**config.mk**
```make
export PLATFORM = sky130hd
export DESIGN_NAME = fetch_queue
export DESIGN_NICKNAME = d
export VERILOG_FILES = /design/src/rtl/fetch_queue.sv
export SDC_FILE = /design/constraint.sdc
export NUM_CORES = 1
export LEC_CHECK = 0
export CAP_MARGIN = 20
export CORE_MARGIN = 4
export CORE_UTILIZATION = 26
export DETAILED_ROUTE_END_ITERATION = 6
export HOLD_SLACK_MARGIN = 0.06
export SLEW_MARGIN = 30
export SYNTH_ARGS = -nofsm -noshare
export SYNTH_HDL_FRONTEND = slang
export SYNTH_SLANG_ARGS = --single-unit
```
**constraint.sdc**
```tcl
create_clock -name i_clk -period 4 [get_ports i_clk]
set_clock_uncertainty 0.2 [all_clocks]
set_input_delay 0.4 -clock i_clk [delete_from_list [all_inputs] [get_ports i_clk]]
set_output_delay 0.4 -clock i_clk [all_outputs]
set_load 0.02 [all_outputs]
```
**src/rtl/fetch_queue.sv**
```systemverilog
// Instruction fetch queue between IF and ID: show-ahead FIFO of {inst, pc} pairs.
// Presents a NOP bubble when empty and drops all contents on flush.
module fetch_queue #(
    parameter int unsigned DEPTH    = 4,
    parameter logic [31:0] NOP_INST = 32'h00000013
) (
    input  logic                       i_clk,
    input  logic                       i_rst,
    input  logic                       i_flush,
    input  logic                       i_enq_valid,
    output logic                       o_enq_ready,
    input  logic [31:0]                i_enq_inst,
    input  logic [31:0]                i_enq_pc,
    output logic                       o_deq_valid,
    input  logic                       i_deq_ready,
    output logic [31:0]                o_deq_inst,
    output logic [31:0]                o_deq_pc,
    output logic [31:0]                o_deq_pc_plus_4,
    output logic [$clog2(DEPTH):0]     o_count,
    output logic                       o_full,
    output logic                       o_empty
);

    localparam int unsigned AW = $clog2(DEPTH);
    localparam int unsigned CW = AW + 1;

    typedef struct packed {
        logic [31:0] inst;
        logic [31:0] pc;
    } entry_t;

    entry_t        mem [DEPTH];
    logic [AW-1:0] wr_ptr;
    logic [AW-1:0] rd_ptr;
    logic [CW-1:0] count;
    logic          enq_fire_c;
    logic          deq_fire_c;
    entry_t        head_c;

    assign o_full      = (count == CW'(DEPTH));
    assign o_empty     = (count == '0);
    assign o_enq_ready = ~o_full;
    assign o_deq_valid = ~o_empty;
    assign o_count     = count;

    assign enq_fire_c = i_enq_valid & o_enq_ready;
    assign deq_fire_c = i_deq_ready & o_deq_valid;

    // Pointers and occupancy; flush clears everything and discards same-cycle fires
    always_ff @(posedge i_clk) begin
        if (i_rst || i_flush) begin
            wr_ptr <= '0;
            rd_ptr <= '0;
            count  <= '0;
        end else begin
            if (enq_fire_c) wr_ptr <= wr_ptr + AW'(1);
            if (deq_fire_c) rd_ptr <= rd_ptr + AW'(1);
            case ({enq_fire_c, deq_fire_c})
                2'b10:   count <= count + CW'(1);
                2'b01:   count <= count - CW'(1);
                default: count <= count;
            endcase
        end
    end

    // Storage array is intentionally not reset
    always_ff @(posedge i_clk) begin
        if (enq_fire_c && !i_flush && !i_rst) begin
            mem[wr_ptr] <= '{inst: i_enq_inst, pc: i_enq_pc};
        end
    end

    // Head is masked when empty so stale or uninitialised entries never reach ID
    assign head_c          = mem[rd_ptr];
    assign o_deq_inst      = o_empty ? NOP_INST : head_c.inst;
    assign o_deq_pc        = o_empty ? 32'h0    : head_c.pc;
    assign o_deq_pc_plus_4 = o_deq_pc + 32'd4;

endmodule

```
==> results of run 1 <==
==> final cells by class <==
| cell class | instances | area [um2] |
|---|---|---|
| multi-input cells | 294 | 2970 |
| well taps | 539 | 674 |
| fillers | 3966 | 27400 |
| repair buffers | 204 | 2040 |
| flip-flops and latches | 265 | 7880 |
| clock buffers | 34 | 787 |
| clock inverters | 23 | 168 |
| inverters | 18 | 67.6 |
==> logic make-up after synthesis <==
group                    share of synthesized area (%)
XOR/XNOR                                          2.54
buffers and inverters                             2.20
multiplexers                                      13.8
AO/OA/AOI/OAI                                     1.28
adder cells (fa/ha/maj)                          0.860
flip-flops                                        71.2
AND/OR/NAND/NOR                                   8.15
==> layout by cell type (no fill, tap or decap), types with 7 or more instances in the layout <==
master,count
edfxtp_1,256
buf_4,24
xnor2_1,16
nor2_1,24
dlygate4sd2_1,10
clkbuf_16,31
clkdlybuf4s50_1,152
inv_1,18
dfxtp_1,7
and2_1,52
mux4_2,63
clkinv_2,7
nand2_1,39
xor2_1,16
clkinv_1,7
nand3_1,11
==> layer usage <==
layer  vias up  part of all wire (%)
met5         -                  0.11
met4         6                   1.5
met3        40                   7.6
met2       213                    47
met1      3121                    43
li1       2781                     -
==> sequential cells by signal, indices dropped and copies added (netlist names), named ones only <==
| signal | count |
|---|---|
| o_count | 3 |
| rd_ptr | 2 |
| wr_ptr | 2 |
| mem | 256 |
==> worst min-delay path, stage by stage <==
cell	delay (ns)
clkdlybuf4s50_1	0.42
nand3_1	0.09
a21oi_1	0.06
==> through the flow <==
| stage | total power (W) | util (%) | setup TNS (ns) | instances | cell area [um2] |
|---|---|---|---|---|---|
| after global routing | 0.00643 | 34.8 | 0 | 1377 | 14600 |
| after floorplan | 0.00338 | - | 0 | 607 | 11100 |
| final | 0.00619 | 34.8 | 0 | 1377 | 14600 |
| after detailed placement | 0.00366 | 32.2 | 0 | 1309 | 13500 |
| after global placement | 0.00365 | 32.2 | 0 | 1309 | 13500 |
| after CTS | 0.00628 | 34.8 | -0.00307 | 1377 | 14600 |
==> power by group through the flow <==
stage	clock, W	combinational, W	sequential [W]
floorplan	0	0.000234	0.00314
global placement	0	0.000509	0.00314
detailed placement	0	0.000510	0.00314
CTS	0.00268	0.000517	0.00308
global route	0.00280	0.000545	0.00308
finish	0.00260	0.000509	0.00308
==> repair_timing <==
item                                    in CTS  in global routing
pin swaps                                    1                  0
endpoints found under the hold margin        0                  0
gates resized for setup                     20                 15
endpoints found under the setup margin      21                 10
buffers inserted                            11                  0
==> worst min path at each step <==
stage,start,to,slack (ns),cells after the start
2_1_floorplan,wr_ptr[1]$_SDFFE_PP0P_,wr_ptr[1]$_SDFFE_PP0P_,0.27,2
3_3_place_gp,wr_ptr[1]$_SDFFE_PP0P_,wr_ptr[1]$_SDFFE_PP0P_,0.30,2
3_5_place_dp,wr_ptr[1]$_SDFFE_PP0P_,wr_ptr[1]$_SDFFE_PP0P_,0.31,2
4_1_cts,i_enq_valid,wr_ptr[1]$_SDFFE_PP0P_,0.21,3
5_1_grt,i_enq_valid,wr_ptr[1]$_SDFFE_PP0P_,0.25,3
6_report,i_enq_valid,wr_ptr[1]$_SDFFE_PP0P_,0.26,3
==> flow_metrics.py, run 1 <==
metrics = {
    "placement": {
        "pre_cts_ws_ns": 0.0990,
        "dpl.hpwl_um": 18300,
        "placement.io_buffers": 171,
        "place.gp.congestion": 0.758,
    },
    "clock_tree": {
        "ctsHoldBuffers": 0,
        "clk_path_buf_depth": 3,
        "cts_root_buffer": "clkbuf_16",
        "cts_buffers": 31,
        "clock_sinks": 265,
        "h-tree-depth": 1,
        "clock_latency_ns": 0.57,
        "cts.clk_slew.worst_paths_ns": 0.06,
        "cts_tree": "built",
    },
    "routing": {
        "dr.pass1.iters": 6,
        "viasPerCell": 4.47,
        "drc": 0,
        "routedWlPerCell_um": 19.6,
        "vias": 6161,
        "dr.first_iter.drc_count": 329,
        "ant_nets": 0,
        "drt_wl_total_um": 27000,
    },
    "flow_run": {
        "drv_cap": 0,
    },
    "setup_path": {
        "reg2reg_to": "mem[0][44]$_DFFE_PP_",
        "crit_end": "o_deq_pc_plus_4[23]",
        "cp.depth": 8,
        "crit_path_end_kind": "output port",
        "crit_buf_inv": 2,
        "critPathArrivalTime_ns": 3.26,
        "crit_required_ns": 3.40,
        "reg2reg_from": "o_count[0]$_SDFFE_PP0P_",
        "reg2reg_depth": 6,
        "regToRegSetupSlack_ns": 1.58,
        "crit_family": "simple AND/OR/NAND/NOR gates",
        "startpoint_type": "flop",
        "crit_path_top_delay_cell": "or4_4",
        "worstSetupPathType": "reg2out",
        "crit_chain": "buf_4 > mux4_2 > nand3_2 > or2_1 > or4_4 > or3_1 > a21oi_1 > clkdlybuf4s15_1",
        "slowest_delay_ns": 0.57,
        "critical_path_peak_fanout": 7,
    },
    "floorplanning": {
        "start_util_pct": 26.4,
        "core_area_um2": 41900,
        "die_h_um": 214,
        "ioPinCount": 172,
        "rows": 75,
        "die_w_um": 214,
        "dieArea_um2": 45900,
    },
    "pwr": {
        "p_per_area_nw_per_um2": 424,
        "comb_power_share_pct": 8.2,
        "power.switching_w": 0.00138,
        "pwr-share-clk_pct": 41.9,
        "ir_drop_v": 0.000368,
        "p_seq_share_pct": 49.8,
        "power.internal_w": 0.00480,
        "total_leakage_power_nw": 4.80,
        "p_sw_share_pct": 22.4,
    },
    "layout": {
        "drive_above_1_share_pct": 20.2,
        "area.growth.synth_to_final_pct": 31.9,
        "nets": 890,
        "antenna_cells": 0,
    },
    "sta": {
        "hold_viol_final": 0,
        "layout_min_cycle_time_ns": 3.86,
        "max_freq_ghz": 0.259,
        "final.period_utilization_pct": 96.6,
        "drv_slew": 0,
        "timing.hold.ws_ns": 0.256,
        "rsz0062_at_grt": "false",
        "tightest_slew_ns": 0.525,
        "setup_slack_ns": 0.137,
        "slew-limit-headroom_pct": 65.0,
        "setup_violations": 0,
    },
    "synthesis": {
        "synth_top_area_share_pct": 69.5,
        "ys_warn_count": 0,
        "synth-edff-count": 256,
        "synth_ff_type": "edfxtp_1",
        "syn_area_um2": 11100,
        "synth_top_area_cell": "edfxtp_1",
        "synthArstFlopShare_pct": 0,
        "yosysMostFrequentCell": "edfxtp_1",
        "ys_ff_latch": 265,
        "ys_seq_area_share_pct": 71.2,
        "netlist_instances": 607,
        "ys_top_cells_by_area": "edfxtp_1, mux4_2, and2_1, dfxtp_1, nand2_1",
        "synthTopCellsByCount": "edfxtp_1, mux4_2, and2_1, nand2_1, nor2_1",
        "syn_avg_cell_area_um2": 18.2,
        "ys_types": 47,
        "synth_nets": 683,
    },
    "global_route": {
        "grt_max_degree": 40,
        "grt-ovfl-total": 0,
        "grt_pass1_wl_um": 40900,
        "grt_pass1_vias": 6625,
        "use_met1_pct": 15.0,
        "grtUsageMet3_pct": 3.66,
        "antenna_found_initial": 3,
        "grt_most_used_layer": "met2",
        "grtUsageMet2_pct": 19.0,
        "grt_usage_pct": 11.4,
    },
    "run_status": {
        "status": "completed",
    },
    "hold_path": {
        "hold_path_class": "in2reg",
    },
}
(Power assumes the default switching activity.)
==> run 2: changes to the inputs <==
- CTS_CLUSTER_DIAMETER: default -> 40
- SETUP_SLACK_MARGIN: default -> 0.4
==> flow_metrics.py, run 2 (synthesized netlist as in run 1, its figures left out) <==
metrics = {
    "sta": {
        "layout_min_cycle_time_ns": 3.58,
        "hold_viol_final": 0,
        "setup_violations": 0,
        "max_freq_ghz": 0.279,
        "rsz0062_at_grt": "true",
        "final.period_utilization_pct": 89.5,
        "timing.hold.ws_ns": 0.312,
        "tightest_slew_ns": 0.569,
        "drv_slew": 0,
        "finalSetupTns_ns": 0,
        "slew-limit-headroom_pct": 62.1,
    },
    "layout": {
        "num-fill-cells": 3931,
        "largest_reg_flops": 256,
        "nets": 913,
        "final_common_cell": "edfxtp_1",
        "fin_cells": 1401,
        "registers.top_by_ff_count": "mem",
        "area.growth.synth_to_final_pct": 36.2,
        "antenna_cells": 0,
        "drive_above_1_share_pct": 26.0,
        "final_cell_mix": "edfxtp_1, clkdlybuf4s50_1, mux4_2, and2_1, buf_4",
        "fin_area_um2": 15100,
    },
    "clock_tree": {
        "clock_sinks": 265,
        "clk_path_buf_depth": 3,
        "cts_tree": "built",
        "h-tree-depth": 2,
        "cts.clk_slew.worst_paths_ns": 0.05,
        "cts_buffers": 38,
        "ctsHoldBuffers": 0,
        "clock_latency_ns": 0.50,
        "cts_root_buffer": "clkbuf_16",
    },
    "pwr": {
        "power.switching_w": 0.00149,
        "p_seq_share_pct": 44.5,
        "ir_drop_v": 0.000300,
        "power.internal_w": 0.00544,
        "pwr-share-clk_pct": 48.0,
        "p_per_area_nw_per_um2": 460,
        "p_sw_share_pct": 21.5,
        "total_leakage_power_nw": 5.01,
        "comb_power_share_pct": 7.5,
    },
    "routing": {
        "dr.pass1.iters": 5,
        "viasPerCell": 4.50,
        "drt_wl_total_um": 28400,
        "drc": 0,
        "routedWlPerCell_um": 20.3,
        "vias": 6298,
        "ant_nets": 0,
        "dr.first_iter.drc_count": 389,
    },
    "flow_run": {
        "drv_cap": 0,
    },
    "setup_path": {
        "worstSetupPathType": "reg2out",
        "startpoint_type": "flop",
        "slowest_delay_ns": 0.57,
        "regToRegSetupSlack_ns": 1.12,
        "critPathArrivalTime_ns": 2.98,
        "path_common_cell": "buf_4",
        "reg2reg_depth": 9,
        "reg2reg_from": "o_count[1]$_SDFFE_PP0P_",
        "crit_path_top_delay_cell": "mux4_2",
        "reg2reg_to": "o_count[2]$_SDFFE_PP0P_",
        "crit_chain": "buf_12 > mux4_2 > buf_4 > nor4b_4 > nand4_1 > buf_4 > nor3_2 > xor2_1 > clkbuf_2",
        "critical_path_peak_fanout": 7,
        "crit_required_ns": 3.40,
        "crit_path_end_kind": "output port",
    },
    "placement": {
        "dpl.hpwl_um": 18900,
        "placement.io_buffers": 171,
        "place_area_um2": 13500,
        "place.gp.congestion": 0.817,
        "dp_cells": 1309,
    },
    "hold_path": {
        "holdPathEnd": "wr_ptr[1]$_SDFFE_PP0P_",
        "worstHoldPathCells": 2,
        "hp-start": "wr_ptr[1]$_SDFFE_PP0P_",
        "hold_path_class": "reg2reg",
    },
    "global_route": {
        "grt-ovfl-total": 0,
        "grt_pass1_wl_um": 42100,
        "grt_usage_pct": 12.0,
        "antenna_found_initial": 4,
        "grt_max_degree": 34,
        "grt_pass1_vias": 6776,
    },
    "floorplanning": {
        "die_h_um": 214,
        "die_w_um": 214,
        "start_util_pct": 26.4,
        "core_area_um2": 41900,
        "ioPinCount": 172,
        "rows": 75,
        "dieArea_um2": 45900,
    },
    "run_status": {
        "status": "completed",
    },
}
==> run 2: repair_timing <==
item,CTS,global route
setup buffers,17,10
gates resized for setup,62,41
endpoints found under the setup margin,64,23
endpoints found under the hold margin,0,0
pin swaps,4,4
==> run 2: stage by stage <==
step                      util [%]  setup slack [ns]  total power (W)
final                         35.9             0.421          0.00693
after global routing          35.9             0.311          0.00718
after CTS                     35.7             0.248          0.00702
after detailed placement      32.2             0.111          0.00366
after global placement        32.2             0.195          0.00365
after floorplan                  -             0.410          0.00338
==> run 2: cell type report <==
type                            instances  area [um2]  share of cell area, %
Clock buffer                           44         995                   6.61
Clock inverter                         21         273                   1.81
Inverter                               18        71.3                  0.474
Multi-Input combinational cell        294        3060                   20.3
Sequential cell                       265        7880                   52.3
Tap cell                              539         674                   4.48
Timing Repair Buffer                  220        2110                   14.0
==> run 2: worst max-delay path by stage <==
stage                       startpoint                   to  slack (ns)  depth (start not counted)
2_1_floorplan  o_count[0]$_SDFFE_PP0P_  o_deq_pc_plus_4[30]        0.41                         11
3_3_place_gp                      flop  o_deq_pc_plus_4[30]        0.19                          8
3_5_place_dp                      flop  o_deq_pc_plus_4[24]        0.11                          8
4_1_cts                           flop  o_deq_pc_plus_4[30]        0.25                          8
5_1_grt                           flop  o_deq_pc_plus_4[15]        0.31                         10
6_report                          flop  o_deq_pc_plus_4[30]        0.42                          9
==> run 2: power groups by stage <==
stage                     Combinational, W  Clock [W]  Sequential, W
after floorplan                   0.000235          0        0.00314
after global placement            0.000511          0        0.00314
after detailed placement          0.000515          0        0.00314
after CTS                         0.000522    0.00342        0.00309
after global routing              0.000558    0.00353        0.00309
final                             0.000521    0.00332        0.00309
==> run 2: layer usage <==
layer / up-vias / share of wire [%] / global-route usage (%)
li1: 2831 / - / -
met1: 3173 / 43 / 15.3
met2: 226 / 47 / 19.5
met3: 60 / 7.7 / 4.25
met4: 8 / 2.4 / 3.37
met5: - / 0.19 / 0
==> run 2: critical path, delay by kind of cell (launching register included) <==
kind / cells / cell delay [ns]
buffers and inverters: 4 / 0.71
AND/OR/NAND/NOR: 3 / 0.64
multiplexers: 1 / 0.57
flip-flops: 1 / 0.39
XOR/XNOR: 1 / 0.16
